`src/rtl/modn_counter_pkg.sv`:
```
// Shared constants and helpers for the cascaded modulo-N counter.
// Digit width and load clamping live here so every stage agrees.
package modn_counter_pkg;

    localparam int MOD_DEF = 10;
    localparam int DIG_DEF = 4;

    function automatic int digit_width(input int m);
        return (m < 2) ? 1 : $clog2(m);
    endfunction

    function automatic logic [31:0] digit_max(input int m);
        return 32'(m - 1);
    endfunction

    function automatic logic [31:0] clamp_digit(
        input logic [31:0] v,
        input int          m
    );
        return (v >= 32'(m)) ? digit_max(m) : v;
    endfunction

endpackage

```
`src/rtl/modn_cascade_counter_if.sv`:
```
// Control/status bundle of the cascaded counter.
// The master drives commands, the slave returns count and flags.
interface modn_cascade_counter_if
    import modn_counter_pkg::*;
#(
    parameter int MODULUS = MOD_DEF,
    parameter int DIGITS  = DIG_DEF
);
    localparam int DW = digit_width(MODULUS);

    logic                 en;
    logic                 up;
    logic                 clear;
    logic                 load;
    logic [DIGITS*DW-1:0] load_val;
    logic [DIGITS*DW-1:0] q;
    logic                 tc;
    logic                 wrap;

    modport master (
        output en, up, clear, load, load_val,
        input  q, tc, wrap
    );

    modport slave (
        input  en, up, clear, load, load_val,
        output q, tc, wrap
    );
endinterface

```
`src/rtl/modn_digit.sv`:
```
// One modulo-MODULUS digit: clear > load > carry-in step.
// Reports at_max/at_zero so the top can build the carry chain.
module modn_digit
    import modn_counter_pkg::*;
#(
    parameter  int MODULUS = MOD_DEF,
    localparam int DW      = digit_width(MODULUS)
)(
    input  logic          clk,
    input  logic          internal_reset,
    input  logic          cin_i,
    input  logic          up_i,
    input  logic          clear_i,
    input  logic          load_i,
    input  logic [DW-1:0] load_d_i,
    output logic [DW-1:0] val_o,
    output logic          at_max_o,
    output logic          at_zero_o
);
    localparam logic [DW-1:0] MAX = DW'(digit_max(MODULUS));

    logic [DW-1:0] val_q, val_d;

    assign at_max_o  = (val_q == MAX);
    assign at_zero_o = (val_q == '0);
    assign val_o     = val_q;

    always_comb begin
        val_d = val_q;
        if (clear_i) begin
            val_d = '0;
        end else if (load_i) begin
            val_d = DW'(clamp_digit(32'(load_d_i), MODULUS));
        end else if (cin_i) begin
            if (up_i) begin
                val_d = at_max_o ? '0 : val_q + 1'b1;
            end else begin
                val_d = at_zero_o ? MAX : val_q - 1'b1;
            end
        end
    end

    always_ff @(posedge clk or posedge internal_reset) begin
        if (internal_reset) begin
            val_q <= '0;
        end else begin
            val_q <= val_d;
        end
    end
endmodule

```
`src/rtl/modn_cascade_counter.sv`:
```
// Synchronous cascaded modulo-N counter, single clock domain.
// Carry is a prefix-AND of per-digit at_max/at_zero picked by up.
module modn_cascade_counter
    import modn_counter_pkg::*;
#(
    parameter int MODULUS = MOD_DEF,
    parameter int DIGITS  = DIG_DEF
)(
    input logic                   clk,
    input logic                   internal_reset,
    modn_cascade_counter_if.slave bus
);
    localparam int DW = digit_width(MODULUS);

    logic [DIGITS-1:0]    at_max;
    logic [DIGITS-1:0]    at_zero;
    logic [DIGITS-1:0]    hit;
    logic [DIGITS:0]      run;
    logic [DIGITS*DW-1:0] q;
    logic                 wrap_q, wrap_d;

    assign run[0] = 1'b1;

    for (genvar i = 0; i < DIGITS; i++) begin : g_dig
        assign hit[i]   = bus.up ? at_max[i] : at_zero[i];
        assign run[i+1] = run[i] & hit[i];

        modn_digit #(.MODULUS(MODULUS)) u_digit (
            .clk            (clk),
            .internal_reset (internal_reset),
            .cin_i          (bus.en & run[i]),
            .up_i           (bus.up),
            .clear_i        (bus.clear),
            .load_i         (bus.load),
            .load_d_i       (bus.load_val[i*DW +: DW]),
            .val_o          (q[i*DW +: DW]),
            .at_max_o       (at_max[i]),
            .at_zero_o      (at_zero[i])
        );
    end

    // Whole chain wraps when every digit sits at its turning point.
    assign bus.tc = run[DIGITS];
    assign wrap_d = bus.en & bus.tc & ~bus.clear & ~bus.load;

    always_ff @(posedge clk or posedge internal_reset) begin
        if (internal_reset) begin
            wrap_q <= 1'b0;
        end else begin
            wrap_q <= wrap_d;
        end
    end

    assign bus.q    = q;
    assign bus.wrap = wrap_q;
endmodule

```
`src/flat_wrapper.sv`:
```
// flat-port wrapper written by rule: the top's interface ports become plain ports
module modn_cascade_counter_flat import modn_counter_pkg::*;
#(
    parameter int MODULUS = MOD_DEF,
    parameter int DIGITS  = DIG_DEF
)
  (clk, internal_reset, bus_en, bus_up, bus_clear, bus_load, bus_load_val, bus_q, bus_tc, bus_wrap);
  modn_cascade_counter_if #(.MODULUS(MODULUS), .DIGITS(DIGITS)) bus_i ();
  input logic clk;
  input logic internal_reset;
  input wire logic [$bits(bus_i.en)-1:0] bus_en;
  input wire logic [$bits(bus_i.up)-1:0] bus_up;
  input wire logic [$bits(bus_i.clear)-1:0] bus_clear;
  input wire logic [$bits(bus_i.load)-1:0] bus_load;
  input wire logic [$bits(bus_i.load_val)-1:0] bus_load_val;
  output wire logic [$bits(bus_i.q)-1:0] bus_q;
  output wire logic [$bits(bus_i.tc)-1:0] bus_tc;
  output wire logic [$bits(bus_i.wrap)-1:0] bus_wrap;
  assign bus_i.en = bus_en;
  assign bus_i.up = bus_up;
  assign bus_i.clear = bus_clear;
  assign bus_i.load = bus_load;
  assign bus_i.load_val = bus_load_val;
  assign bus_q = bus_i.q;
  assign bus_tc = bus_i.tc;
  assign bus_wrap = bus_i.wrap;
  modn_cascade_counter #(.MODULUS(MODULUS), .DIGITS(DIGITS)) u_core (.clk(clk), .internal_reset(internal_reset), .bus(bus_i));
endmodule
```
`config.mk`:
```
export PLATFORM = sky130hd
export DESIGN_NAME = modn_cascade_counter_flat
export DESIGN_NICKNAME = d
export VERILOG_FILES = /design/src/rtl/modn_counter_pkg.sv /design/src/rtl/modn_cascade_counter_if.sv /design/src/rtl/modn_digit.sv /design/src/rtl/modn_cascade_counter.sv /design/src/flat_wrapper.sv
export SDC_FILE = /design/constraint.sdc
export NUM_CORES = 1
export LEC_CHECK = 0
export CAP_MARGIN = 20
export CORE_ASPECT_RATIO = 1.25
export CORE_MARGIN = 4
export CORE_UTILIZATION = 31
export DETAILED_ROUTE_END_ITERATION = 8
export PLACE_DENSITY = 0.58
export SYNTH_ARGS = -nofsm -noshare
export SYNTH_HDL_FRONTEND = slang
export SYNTH_SLANG_ARGS = --single-unit
```
`constraint.sdc`:
```
create_clock -name clk -period 4.05 [get_ports clk]
set_input_delay 0.405 -clock clk [delete_from_list [all_inputs] [get_ports clk]]
set_output_delay 0.405 -clock clk [all_outputs]
set_load 0.01 [all_outputs]
```
==> flow_summary.rst, run 1 <==
.. list-table::
   :header-rows: 1

   * - Metric
     - Value
   * - Clock transition time at the flip-flop clock pins of the worst setup and hold paths
     - approximately 70 ps
   * - Vias per inst
     - 5.574
   * - Cell leakage power
     - between 0.8 and 0.9 nW
   * - Cells after Synth
     - 217
   * - Type of the worst setup path
     - input pin to output pin
   * - CP Launch Point
     - bus_up
   * - Total CTS buffers
     - 3
   * - Slowest CP cell
     - sky130_fd_sc_hd__clkdlybuf4s50_1
   * - Yosys reg bits
     - 17
   * - Cell Chain, Critical Path
     - clkdlybuf4s50_1 > buf_4 > nor4b_1 > nor2b_1 > a2111oi_2 > clkdlybuf4s50_1
   * - Synth Flop Type
     - sky130_fd_sc_hd__dfrtp_1
   * - Register-to-register path setup slack
     - between 1500 and 2000 ps
   * - Cell Count, Final, Fillers Out
     - between 300 and 400
   * - Via count of the first global-routing pass
     - about 1800
   * - Slew headroom
     - between 40% and 50%
   * - Fmax
     - between 300 and 400 MHz
   * - Sequential element share of the synthesized area
     - between 20 and 25%
   * - FFs w/ async S/R, synth
     - 100.0%
   * - Setup TNS Final
     - 0 ps
   * - Data required time at the worst endpoint
     - around 3600 ps
   * - Max-slew violations
     - 0
   * - Max-capacitance violation count
     - 0
   * - Netlist area before placement
     - 1730 µm²
   * - Post-synth net total
     - approximately 250
   * - Timing endpoint of the critical path
     - bus_tc
   * - Number of cells in the design after placement
     - between 300 and 400
   * - Number of DRC violations after detailed routing
     - 0
   * - Number of nets in the layout
     - between 200 and 300
   * - Count of filler cells inserted in the layout
     - 569
   * - Area post-placement
     - approximately 2100 µm²
   * - Synthesis-to-finish area growth
     - 26.32%
   * - Crit path capture type
     - output pin
   * - First-pass GRT wire length
     - ~8.1 mm
   * - Width of the die
     - 74.83 µm
   * - Average footprint of a synthesized cell
     - between 7 and 8 µm²
   * - Final weighted congestion in routability-driven placement
     - ~0.83
   * - Cell Pwr Density
     - 242.5 nW/µm²
   * - Largest net degree at the start of global routing
     - 21
   * - Data arrival time at the worst-slack endpoint
     - roughly 2700 ps
   * - Number of clock sinks
     - 17
   * - Skew-Pair Late Insertion Delay
     - between 200 and 300 ps
   * - Number of synthesized flops with an enable pin
     - 0
   * - CORE AREA
     - roughly 5400 µm²
   * - Die area
     - approximately 6800 µm²
   * - Worst vdd rail ir drop
     - ~0.14 mV
   * - Antenna violations before repair
     - 0
   * - Worst reg-to-reg path cell count
     - 7
   * - Starting DRT DRC Count
     - 73
   * - Period utilisation layout
     - approximately 76%
   * - Worst r2r src
     - u_core.g_dig[0].u_digit.val_o[0]
   * - Peak per-stage delay on the critical path
     - 610 ps
   * - Clk buf depth
     - 2
   * - Vertical die dimension
     - a little over 90 µm
   * - Drt total wl
     - 4.582 mm
   * - Cell area after layout
     - 2186 µm²
   * - Global route overflow
     - 0
   * - Count of pins on the block boundary
     - 40
   * - IO buf count
     - 39
   * - Root buf cell
     - sky130_fd_sc_hd__clkbuf_8
   * - Status
     - completed
   * - Initial Utilization
     - 32.01%
   * - Path type of the worst min-delay path
     - input pin to asynchronous set/reset pin
   * - Worst-path maximum fanout
     - 14
   * - Transition time at the pin with the least slew margin
     - about 760 ps
   * - Cell row count
     - 30
   * - TritonCTS clock tree
     - yes
   * - GR Util All Layers
     - between 10 and 15%
   * - Diodes inserted
     - 0
   * - Post-CTS setup buffers
     - 0
   * - Number of distinct library cell variants in the gate-level netlist after synthesis
     - 54
   * - Critical path launch point type
     - input pin
   * - Proportion of layout cells with a drive suffix above 1
     - under 10%
   * - Final min period
     - around 3100 ps
   * - Most used cell along the critical path
     - sky130_fd_sc_hd__clkdlybuf4s50_1
   * - Yosys Warn Count
     - 0
   * - Quantity of hold-fixing buffers added after cts
     - 0
   * - DRT Pass-1 Iters
     - 4
   * - Setup skew after layout
     - around 3.0 ps
   * - Reg-to-reg critical path endpoint
     - u_core.g_dig[3].u_digit.val_o[0]
   * - Number of gates resized after cts
     - 0
   * - Routed length per placed instance
     - between 10 and 15 µm
   * - Via count
     - ~1700
   * - Hold Vio Cnt, Final
     - 0
   * - Deepest level of the CTS H-tree
     - 1
   * - Unrepaired setup endpoints after global routing
     - no
   * - Number of antenna-violating nets in the routed design
     - 0
   * - Post-DP HPWL
     - 3.496 mm
   * - Count of final setup violators
     - 0
==> registers in the layout, summed over array words and instances, names as in the netlist <==
name / flops
u_core.bus.wrap: 1
u_core.g_dig.u_digit.val_o: 16
==> worst max-delay path: cells and delay by family <==
kind,cells,cell delay [ps]
buffers and inverters,3,1510
AND/OR/NAND/NOR,2,480
AO/OA/AOI/OAI,1,280
==> where the power goes <==
part	switching (mW)	internal, mW
Clock	0.0616	0.0700
Sequential	0.0260	0.181
Combinational	0.0959	0.0957
Total	0.183	0.347
==> synthesized netlist by cell type (all sizes together) (2+ instances only) <==
master | n | area share (%)
o21ai | 16 | 4.8
ha | 15 | 11
dfrtp | 17 | 25
nor3 | 4 | 1.2
nand3b | 3 | 1.3
o221ai | 2 | 1.0
nor4b | 4 | 2.9
a31oi | 5 | 1.8
a22oi | 2 | 0.87
nor2 | 23 | 5.0
a221oi | 5 | 2.5
buf | 8 | 3.0
a211oi | 5 | 2.2
nor2b | 3 | 1.1
inv | 19 | 4.1
a21oi | 15 | 4.8
a2111oi | 2 | 1.4
clkbuf | 6 | 1.3
nand3 | 4 | 1.2
o21bai | 3 | 1.3
nand2b | 7 | 2.5
o31a | 3 | 1.5
a311oi | 4 | 2.0
nand2 | 14 | 3.0
nand4b | 2 | 1.0
a21o | 2 | 0.87
o31ai | 4 | 1.7
a221o | 2 | 1.2
==> cell usage in the layout, fill, tap and decap left out, types with 4 or more instances in the layout <==
| master | count |
|---|---|
| sky130_fd_sc_hd__a211oi_1 | 5 |
| sky130_fd_sc_hd__a21oi_1 | 13 |
| sky130_fd_sc_hd__a221oi_1 | 5 |
| sky130_fd_sc_hd__a311oi_1 | 4 |
| sky130_fd_sc_hd__a31oi_1 | 5 |
| sky130_fd_sc_hd__clkdlybuf4s50_1 | 39 |
| sky130_fd_sc_hd__dfrtp_1 | 17 |
| sky130_fd_sc_hd__ha_1 | 15 |
| sky130_fd_sc_hd__inv_1 | 19 |
| sky130_fd_sc_hd__nand2_1 | 14 |
| sky130_fd_sc_hd__nand2b_1 | 7 |
| sky130_fd_sc_hd__nand3_1 | 4 |
| sky130_fd_sc_hd__nor2_1 | 23 |
| sky130_fd_sc_hd__nor3_1 | 4 |
| sky130_fd_sc_hd__o21ai_0 | 14 |
| sky130_fd_sc_hd__o31ai_1 | 4 |
==> cells by family (layout without fill, tap and decap cells) <==
| kind of cell | count (synthesis) | after routing | share of synthesized area [%] |
|---|---|---|---|
| adder cells (fa/ha/maj) | 15 | 15 | 10.85 |
| AO/OA/AOI/OAI | 80 | 80 | 33.19 |
| buffers and inverters | 33 | 64 | 8.460 |
| AND/OR/NAND/NOR | 70 | 70 | 21.84 |
| XOR/XNOR | 1 | 1 | 0.5062 |
| flip-flops | 17 | 17 | 24.58 |
| multiplexers | 1 | 1 | 0.5785 |
==> stage by stage <==
step | hold slack (ps) | total power, mW | setup WS, ps | util (%)
finish | 573.6 | 0.5301 | 960.6 | 40.44
global route | 649.1 | 0.5695 | 737.0 | 40.44
CTS | 610.1 | 0.5388 | 963.2 | 40.44
detailed placement | 630.7 | 0.4024 | 978.2 | 39.61
global placement | 617.1 | 0.4032 | 1010 | 39.61
floorplan | 331.1 | 0.3294 | 2038 | -
==> layer usage <==
| metal | track usage (%) | wire length, µm | up-vias |
|---|---|---|---|
| met5 | 0 | 0 | - |
| met4 | 4.748 | 74 | 0 |
| met3 | 1.661 | 156 | 8 |
| met2 | 24.93 | 2286 | 37 |
| met1 | 18.40 | 2065 | 819 |
| li1 | - | - | 875 |
==> layout make-up <==
type,instances,area (µm²),share of cell area [%]
Clock buffer,4,45.04,2.061
Inverter,19,71.32,3.263
Multi-Input combinational cell,167,1159,53.01
Sequential cell,17,425.4,19.46
Tap cell,64,80.08,3.663
Timing Repair Buffer,41,405.4,18.55
==> worst min-delay path by stage <==
stage | from | endpoint | slack [ps] | cells after the start
after floorplan | internal_reset | u_core.bus.wrap | 330 | 1
after global placement | u_core.g_dig[2].u_digit.val_o[0] | u_core.g_dig[2].u_digit.val_o[0] | 620 | 2
after detailed placement | u_core.g_dig[3].u_digit.val_o[0] | u_core.g_dig[3].u_digit.val_o[0] | 630 | 2
after CTS | internal_reset | u_core.g_dig[2].u_digit.val_o[3] | 610 | 2
after global routing | internal_reset | u_core.g_dig[2].u_digit.val_o[0] | 650 | 2
final | internal_reset | u_core.g_dig[3].u_digit.val_o[0] | 570 | 2
Power figures use the tool's default switching activity.
==> run 2, diff against run 1 <==
clock period = 2.9 ns   (was 4.05 ns; I/O delays follow)
==> run 2 against run 1 <==
Core utilization up 0.72 points. Clock power up 39%. Critical path depth unchanged. Highest routed layer unchanged. Sequential power up 39%. Final cell count up 1.3%. Combinational power up 44%. Sequential share of layout area down 0.34 points. First-iteration DRC count up 1.4%. Power up 41%. Die area unchanged. Via count down 0.52%. Clock skew down 0.62 ps.
==> flow_summary.rst, run 2 (synthesized netlist as in run 1, its figures left out) <==
.. list-table::
   :header-rows: 1

   * - Metric
     - Value
   * - Path type of the worst min-delay path
     - input pin to asynchronous set/reset pin
   * - Antenna violations before repair
     - 0 (unchanged)
   * - Cell Count, Final, Fillers Out
     - 316 (+1.3%)
   * - Data required time at the worst endpoint
     - 2610 ps (-1030 ps)
   * - Leading cell types in the layout, fill and taps excluded
     - 38 x sky130_fd_sc_hd__clkdlybuf4s50_1, 23 x sky130_fd_sc_hd__nor2_1, 19 x sky130_fd_sc_hd__inv_1
   * - Largest net degree at the start of global routing
     - 21 (unchanged)
   * - Type of the worst setup path
     - register to output pin
   * - Width of the die
     - 74.83 µm (unchanged)
   * - Critical path launch point type
     - register
   * - Number of flip-flops under the largest register name
     - 16 (unchanged)
   * - Total Power Consumption
     - 746.5 µW (+41%)
   * - Cell row count
     - 30 (unchanged)
   * - TritonCTS clock tree
     - yes
   * - Hold Vio Cnt, Final
     - 0 (unchanged)
   * - Via count
     - 1730 (-0.52%)
   * - Number of antenna-violating nets in the routed design
     - 0 (unchanged)
   * - Pre-CTS setup slack
     - 165.0 ps (-813.2 ps)
   * - Number of DRC violations after detailed routing
     - 0 (unchanged)
   * - Routed length per placed instance
     - 14.78 µm (+0.61%)
   * - Number of clock sinks
     - 17 (unchanged)
   * - Clock transition time at the flip-flop clock pins of the worst setup and hold paths
     - 70 ps (about the same)
   * - Most common cell after layout, fill and taps aside
     - sky130_fd_sc_hd__clkdlybuf4s50_1
   * - Final min period
     - between 2000 and 2500 ps
   * - Worst-path maximum fanout
     - 10 (-4)
   * - Vias per inst
     - 5.475 (-1.8%)
   * - Max-slew violations
     - 0 (unchanged)
   * - Synthesis-to-finish area growth
     - 28.56%
   * - Via count of the first global-routing pass
     - 1656 (-6.4%)
   * - CORE AREA
     - 5405 µm² (unchanged)
   * - Root buf cell
     - sky130_fd_sc_hd__clkbuf_8
   * - Setup TNS Final
     - 0 ps (unchanged)
   * - Starting DRT DRC Count
     - 74 (+1.4%)
   * - Slew headroom
     - 49.48% (+0.50 points)
   * - Least setup slack across all paths after layout
     - 474.7 ps (-485.9 ps)
   * - Count of final setup violators
     - 0 (unchanged)
   * - Diodes inserted
     - 0 (unchanged)
   * - Area post-placement
     - 2171 µm² (+1.4%)
   * - GR Util All Layers
     - 14.07% (-0.50 points)
   * - Setup skew after layout
     - 2.425 ps (-0.6172 ps)
   * - Skew-Pair Late Insertion Delay
     - 250 ps (about the same)
   * - Cell Pwr Density
     - 335.6 nW/µm² (+38%)
   * - Proportion of layout cells with a drive suffix above 1
     - 6.746% (+1.9 points)
   * - DRT Pass-1 Iters
     - 4 (unchanged)
   * - Post-CTS setup buffers
     - 0 (unchanged)
   * - Post-DP HPWL
     - 3.532 mm (+1.0%)
   * - Final weighted congestion in routability-driven placement
     - 0.8348 (+0.57%)
   * - Period utilisation layout
     - between 80% and 90%
   * - Initial Utilization
     - 32.01% (unchanged)
   * - Cell leakage power
     - 0.9038 nW (+4.7%)
   * - Crit path capture type
     - output pin
   * - Total CTS buffers
     - 3 (unchanged)
   * - Global route overflow
     - 0 (unchanged)
   * - First-pass GRT wire length
     - 7.686 mm (-4.9%)
   * - Deepest level of the CTS H-tree
     - 1 (unchanged)
   * - Status
     - completed
   * - Number of nets in the layout
     - 290 (+1.4%)
   * - Die area
     - 6849 µm² (unchanged)
   * - Number of gates resized after cts
     - 0 (unchanged)
   * - Max-capacitance violation count
     - 0 (unchanged)
   * - Worst vdd rail ir drop
     - 0.1785 mV (+28%)
   * - Drt total wl
     - 4.669 mm (+1.9%)
   * - Quantity of hold-fixing buffers added after cts
     - 0 (unchanged)
   * - Count of filler cells inserted in the layout
     - 586 (+3.0%)
   * - Data arrival time at the worst-slack endpoint
     - 2140 ps (-540 ps)
   * - Number of cells in the design after placement
     - 312 (+1.3%)
   * - IO buf count
     - 39 (unchanged)
   * - Fmax
     - 412.3 MHz
   * - Cell area after layout
     - 2225 µm² (+1.8%)
   * - Clk buf depth
     - 2 (unchanged)
   * - Transition time at the pin with the least slew margin
     - 755.5 ps (-7.431 ps)
   * - Unrepaired setup endpoints after global routing
     - no
   * - Vertical die dimension
     - 91.53 µm (unchanged)
   * - Count of pins on the block boundary
     - 40 (unchanged)
## run 2: layout make-up
type	instances	area, µm²	share of cell area (%)
multi-input cells	167	1165	52.36
repair buffers	45	437.9	19.69
flip-flops and latches	17	425.4	19.12
well taps	64	80.08	3.600
inverters	19	71.32	3.206
clock buffers	4	45.04	2.025
## run 2: metal layers
| layer | routed length (µm) | GRT usage (%) |
|---|---|---|
| met5 | 0 | 0 |
| met4 | 29 | 4.006 |
| met3 | 143 | 1.661 |
| met2 | 2409 | 24.78 |
| met1 | 2086 | 17.35 |
## run 2: report_power, final
part | internal (mW) | switching [mW] | leakage, nW
clock | 0.0975 | 0.0856 | 0.0228
combinational | 0.138 | 0.138 | 0.657
sequential | 0.253 | 0.0347 | 0.224
## run 2: metrics by stage
stage,hold WS [ps],util (%)
global route,530.9,41.16
CTS,494.5,41.00
finish,459.9,41.16
global placement,624.0,40.16
floorplan,216.1,-
detailed placement,620.2,40.16
## run 2: final timing paths
| path | start | endpoint | slack [ps] | cells after the start |
|---|---|---|---|---|
| max reg2reg | u_core.g_dig[0].u_digit.val_o[0] | u_core.g_dig[3].u_digit.val_o[0] | 670 | 7 |
| max in group asynchronous | internal_reset | u_core.g_dig[0].u_digit.val_o[1] | 1970 | 2 |
| max | u_core.g_dig[1].u_digit.val_o[0] | bus_tc | 470 | 6 |
| min in group clk | bus_load_val[0] | u_core.g_dig[0].u_digit.val_o[0] | 600 | 3 |
| min reg2reg | u_core.g_dig[2].u_digit.val_o[0] | u_core.g_dig[2].u_digit.val_o[0] | 630 | 2 |
| min | internal_reset | u_core.g_dig[3].u_digit.val_o[0] | 460 | 2 |
## run 2: critical path: stages, from the launching register on
cell and delay, ps:
sky130_fd_sc_hd__dfrtp_1 490, sky130_fd_sc_hd__inv_1 160, sky130_fd_sc_hd__ha_1 220, sky130_fd_sc_hd__nand2b_1 120, sky130_fd_sc_hd__o31a_1 310, sky130_fd_sc_hd__a2111oi_2 370, sky130_fd_sc_hd__dlymetal6s2s_1 220
==> run 3, diff against run 2 <==
clock period = 2.45 ns   (was 2.9 ns; I/O delays follow)
==> run 3 against run 2 <==
Clock skew grew 3.3 ps. Final cell count grew 8.9%. Non-clock buffer count grew 28. Global-route usage grew 1.2 points.
==> flow_summary.rst, run 3 (synthesized netlist as in run 1, its figures left out) <==
.. list-table::
   :header-rows: 1

   * - Metric
     - Value
   * - Cell Pwr Density
     - 384.2 nW/µm² (+15%)
   * - Number of flip-flops under the largest register name
     - 16 (unchanged)
   * - Fmax
     - 442.0 MHz
   * - Slew headroom
     - 47.99% (-1.5 points)
   * - Unrepaired setup endpoints after global routing
     - no
   * - Cell leakage power
     - 1.030 nW (+14%)
   * - Data required time at the worst endpoint
     - 2200 ps (-410 ps)
   * - Total CTS buffers
     - 3 (unchanged)
   * - Setup TNS Final
     - 0 ps (unchanged)
   * - Via count of the first global-routing pass
     - 1939 (+17%)
   * - Worst-path maximum fanout
     - 5 (-5)
   * - Largest net degree at the start of global routing
     - 20 (-4.8%)
   * - Number of clock sinks
     - 17 (unchanged)
   * - DRT Pass-1 Iters
     - 4 (unchanged)
   * - Post-DP HPWL
     - 3.790 mm (+7.3%)
   * - Status
     - completed
   * - Leading cell types in the layout, fill and taps excluded
     - 38 x sky130_fd_sc_hd__clkdlybuf4s50_1, 34 x sky130_fd_sc_hd__buf_4, 23 x sky130_fd_sc_hd__nor2_1
   * - Proportion of layout cells with a drive suffix above 1
     - 16.43% (+9.7 points)
   * - Vias per inst
     - 5.390 (-1.6%)
   * - Number of antenna-violating nets in the routed design
     - 0 (unchanged)
   * - Hold Vio Cnt, Final
     - 0 (unchanged)
   * - First-pass GRT wire length
     - 8.583 mm (+12%)
   * - Via count
     - 1854 (+7.2%)
   * - Critical path launch point type
     - register
   * - Vertical die dimension
     - 91.53 µm (unchanged)
   * - Type of the worst setup path
     - register to output pin
   * - Number of DRC violations after detailed routing
     - 0 (unchanged)
   * - Path type of the worst min-delay path
     - input pin to asynchronous set/reset pin
   * - TritonCTS clock tree
     - yes
   * - Initial Utilization
     - 32.01% (unchanged)
   * - Transition time at the pin with the least slew margin
     - 779.2 ps (+23.76 ps)
   * - GR Util All Layers
     - 15.25% (+1.2 points)
   * - Max-slew violations
     - 0 (unchanged)
   * - Worst Hold Margin
     - 443.2 ps (-16.76 ps)
   * - IO buf count
     - 39 (unchanged)
   * - Drt total wl
     - 4.840 mm (+3.7%)
   * - Count of pins on the block boundary
     - 40 (unchanged)
   * - Most common cell after layout, fill and taps aside
     - sky130_fd_sc_hd__clkdlybuf4s50_1
   * - Worst vdd rail ir drop
     - 0.2281 mV (+28%)
   * - Quantity of hold-fixing buffers added after cts
     - 0 (unchanged)
   * - Post-CTS setup buffers
     - 0 (unchanged)
   * - Final weighted congestion in routability-driven placement
     - 0.9027 (+8.1%)
   * - Crit path capture type
     - output pin
   * - Routed length per placed instance
     - 14.07 µm (-4.8%)
   * - Setup skew after layout
     - 5.736 ps (+3.311 ps)
   * - Global route overflow
     - 0 (unchanged)
   * - Root buf cell
     - sky130_fd_sc_hd__clkbuf_8
   * - Antenna violations before repair
     - 0 (unchanged)
   * - Period utilisation layout
     - between 90 and 100%
   * - Final min period
     - between 2000 and 2500 ps
   * - Clk buf depth
     - 2 (unchanged)
   * - Die area
     - 6849 µm² (unchanged)
   * - Cell row count
     - 30 (unchanged)
   * - Deepest level of the CTS H-tree
     - 1 (unchanged)
   * - Width of the die
     - 74.83 µm (unchanged)
   * - Count of final setup violators
     - 0 (unchanged)
   * - Max-capacitance violation count
     - 0 (unchanged)
   * - Synthesis-to-finish area growth
     - 40.85%
   * - CORE AREA
     - 5405 µm² (unchanged)
   * - Starting DRT DRC Count
     - 120 (+62%)
   * - Skew-Pair Late Insertion Delay
     - 250 ps (about the same)
   * - Clock transition time at the flip-flop clock pins of the worst setup and hold paths
     - 70 ps (about the same)
   * - Number of nets in the layout
     - 318 (+9.7%)
   * - Diodes inserted
     - 0 (unchanged)
   * - Data arrival time at the worst-slack endpoint
     - 2020 ps (-120 ps)
[run 3: cell count changes in the layout (fill, tap and decap cells not counted)]
| cell | previous run | this run |
|---|---|---|
| sky130_fd_sc_hd__buf_4 | 6 | 34 |
| sky130_fd_sc_hd__dlygate4sd2_1 | 0 | 1 |
| sky130_fd_sc_hd__dlymetal6s2s_1 | 1 | 0 |
| sky130_fd_sc_hd__nor4b_2 | 1 | 2 |
| sky130_fd_sc_hd__nor4b_1 | 2 | 1 |
[run 3: path summary, 6_finish.rpt]
kind / cells after the start / endpoint / slack (ps) / startpoint
worst max-delay path: 6 / bus_tc / 190 / u_core.g_dig[1].u_digit.val_o[1]
worst min-delay path: 2 / u_core.g_dig[3].u_digit.val_o[2] / 440 / internal_reset
worst max register to register: 8 / u_core.g_dig[3].u_digit.val_o[1] / 330 / u_core.g_dig[1].u_digit.val_o[1]
worst min register to register: 2 / u_core.g_dig[2].u_digit.val_o[1] / 620 / u_core.g_dig[2].u_digit.val_o[1]
max in group asynchronous: 2 / u_core.g_dig[0].u_digit.val_o[3] / 1520 / internal_reset
min in group clk: 3 / u_core.g_dig[0].u_digit.val_o[0] / 550 / bus_load_val[0]
[run 3: repair_timing]
action | CTS | global route
cloned | 0 | 0
gates resized for setup | 2 | 1
endpoints found under the setup margin | 1 | 1
[run 3: layout make-up]
cell class,instances,area [µm²]
fillers,577,2968
repair buffers,73,644.4
multi-input cells,167,1171
clock buffers,4,45.04
well taps,64,80.08
inverters,19,71.32
flip-flops and latches,17,425.4
[run 3: critical path, cell delays in order (launching register included)]
cell,delay [ps]
sky130_fd_sc_hd__dfrtp_1,380
sky130_fd_sc_hd__inv_1,140
sky130_fd_sc_hd__ha_1,210
sky130_fd_sc_hd__nand2b_1,100
sky130_fd_sc_hd__o31a_1,280
sky130_fd_sc_hd__a2111oi_2,330
sky130_fd_sc_hd__dlygate4sd2_1,320
[run 3: through the flow]
stage | util, % | std cells | total power [mW] | setup slack (ps) | area [µm²]
after detailed placement | 44.05 | 340 | 0.7205 | -12.86 | 2381
after global placement | 44.05 | 340 | 0.7180 | -3.425 | 2381
final | 45.09 | 344 | 0.9365 | 187.7 | 2437
after global routing | 45.09 | 344 | 1.006 | 9.601 | 2437
after floorplan | - | 217 | 0.5445 | 476.2 | 1730
after CTS | 44.98 | 344 | 0.9485 | 137.3 | 2431
[run 3: power by group]
part	internal [mW]	switching [mW]
combinational	0.204	0.194
clock	0.116	0.105
sequential	0.299	0.0186
[run 3: per-layer routing]
layer / up-vias / GRT usage [%] / wire [µm]
met5: - / 0 / 0
met4: 0 / 3.709 / 29
met3: 2 / 1.661 / 172
met2: 41 / 26.31 / 2571
met1: 879 / 19.70 / 2066
li1: 932 / - / -
==> patch, RTL diff (config.mk and constraints of run 2) <==
The package constant `MOD_DEF` goes from 10 to 5.
--- a/src/rtl/modn_counter_pkg.sv
+++ b/src/rtl/modn_counter_pkg.sv
@@ -2,7 +2,7 @@
 // Digit width and load clamping live here so every stage agrees.
 package modn_counter_pkg;
 
-    localparam int MOD_DEF = 10;
+    localparam int MOD_DEF = 5;
     localparam int DIG_DEF = 4;
 
     function automatic int digit_width(input int m);
Ports: changed (resized bus_load_val and bus_q); port bits go from 40 to 32. No check against the original RTL was run, so the function may have changed too.
==> patch against run 2 <==
  * Sequential share of layout area is 0.68 points higher
  * Synthesized area is 26% lower
  * Largest cell class unchanged
  * Total power is 21% lower
  * Count of clock-buffer cells in the layout stayed put
  * Setup slack better by 0.058 ns
  * Sequential cell count is 4 lower
  * Final area is 26% lower
  * Largest power group unchanged
  * Via count is 35% lower
  * Critical path depth stayed put
  * Sequential power is 25% lower
  * Wire length is 35% lower
==> patch: results (changes against run 2) <==
stage	metric	value	unit	change
outcome	status	finished clean		unchanged
critical_path	CP max stage cell	clkdlybuf4s50_1		was dfrtp_1
critical_path	Data arrival, critical path	2.08	ns	was 2.14 ns
global_route	first-pass GRT wire length	5200	µm	was 7690 µm
cells_and_area	clk tree area frac	0.0274		was 0.0202
placed_design	HPWL Detailed	2440	µm	was 3530 µm
yosys	Syn Nets	167		was 254
power_and_ir_drop	VDD IR max	0.0824	mV	was 0.178 mV
timing	Fmax achieved	422	MHz	was 412 MHz
cells_and_area	Non-CTS buffers	34		was 45
placed_design	dpl cells	218		was 312
placed_design	I/O Buffers	31		was 39
cells_and_area	max reg flops	12		was 16
placed_design	RD Place Congestion	0.832		was 0.835
timing	Worst Hold Slack	0.396	ns	was 0.460 ns
cells_and_area	Final nets	199		was 290
power_and_ir_drop	Tot Pwr	592	µW	was 746 µW
critical_path	critical path's top delay family	buffers and inverters		was compound AO/OA/AOI/OAI gates
yosys	Synth Instances	137		was 217
placed_design	pre-CTS setup slack	0.642	ns	was 0.165 ns
global_route	vias in the first global route	1066		was 1656
cells_and_area	fill count	426		was 586
critical_path	Critical Path Max Stage Delay	0.55	ns	was 0.49 ns
yosys	top cells by instance count after synthesis	17 x inv_1, 13 x dfrtp_1, 12 x ha_1		was 23 x nor2_1, 19 x inv_1, 17 x dfrtp_1
die	TAP cells	54		was 64
routing	WL/cell	13.7	µm	was 14.8 µm
cells_and_area	area added between synthesis and finish	29.0	%	was 28.6%
timing	Slew @ Worst Pin	0.564	ns	was 0.755 ns
routing	routed wl met2	1680	µm	was 2410 µm
cells_and_area	share of layout cells above drive strength 1	0.113		was 0.0675
power_and_ir_drop	Flop pwr share	0.365		was 0.385
global_route	total track usage	0.126		was 0.141
routing	met3 WL	154	µm	was 143 µm
cells_and_area	non-clk buf share	0.203		was 0.197
critical_path	RR Endpoint	u_core.g_dig[1].u_digit.val_o[2]		was u_core.g_dig[3].u_digit.val_o[0]
yosys	post-synthesis sequential area ratio	0.255		was 0.246
cts	Clock Sinks	13		was 17
critical_path	Crit Path Max Fanout	7		was 10
cells_and_area	Signal inverters	17		was 19
global_route	largest net degree at the start of global routing	14		was 21
==> patch: cell count changes after synthesis, moves of 5 or more <==
cell	change
nor2_1	-17
mux2i_1	+6
nand2_1	-6
nand2b_1	-6
o21ai_0	-6
a31oi_1	-5
clkbuf_1	-5
==> patch: cell families after synthesis <==
group | Yosys count | share of synthesized area
xor gates and xnor gates | 4 | 0.0275
adders and majority gates | 12 | 0.118
DFF | 13 | 0.255
muxes | 10 | 0.0992
and+or+nand+nor | 33 | 0.152
buffers and inverters | 24 | 0.110
AOI/OAI and AO/OA | 41 | 0.238
==> patch: how the worst max path moves through the flow <==
stage,end,cells past startpoint
4_1_cts,bus_tc,6
6_report,bus_tc,6
3_5_place_dp,bus_tc,6
3_3_place_gp,bus_tc,6
2_1_floorplan,u_core.g_dig[1].u_digit.val_o[2],6
5_1_grt,bus_tc,6
==> patch: metal layers <==
metal,vias to the layer above,GRT usage
met3,2,0.0169
li1,559,-
met4,0,0.0456
met1,540,0.151
met2,29,0.227
met5,-,0
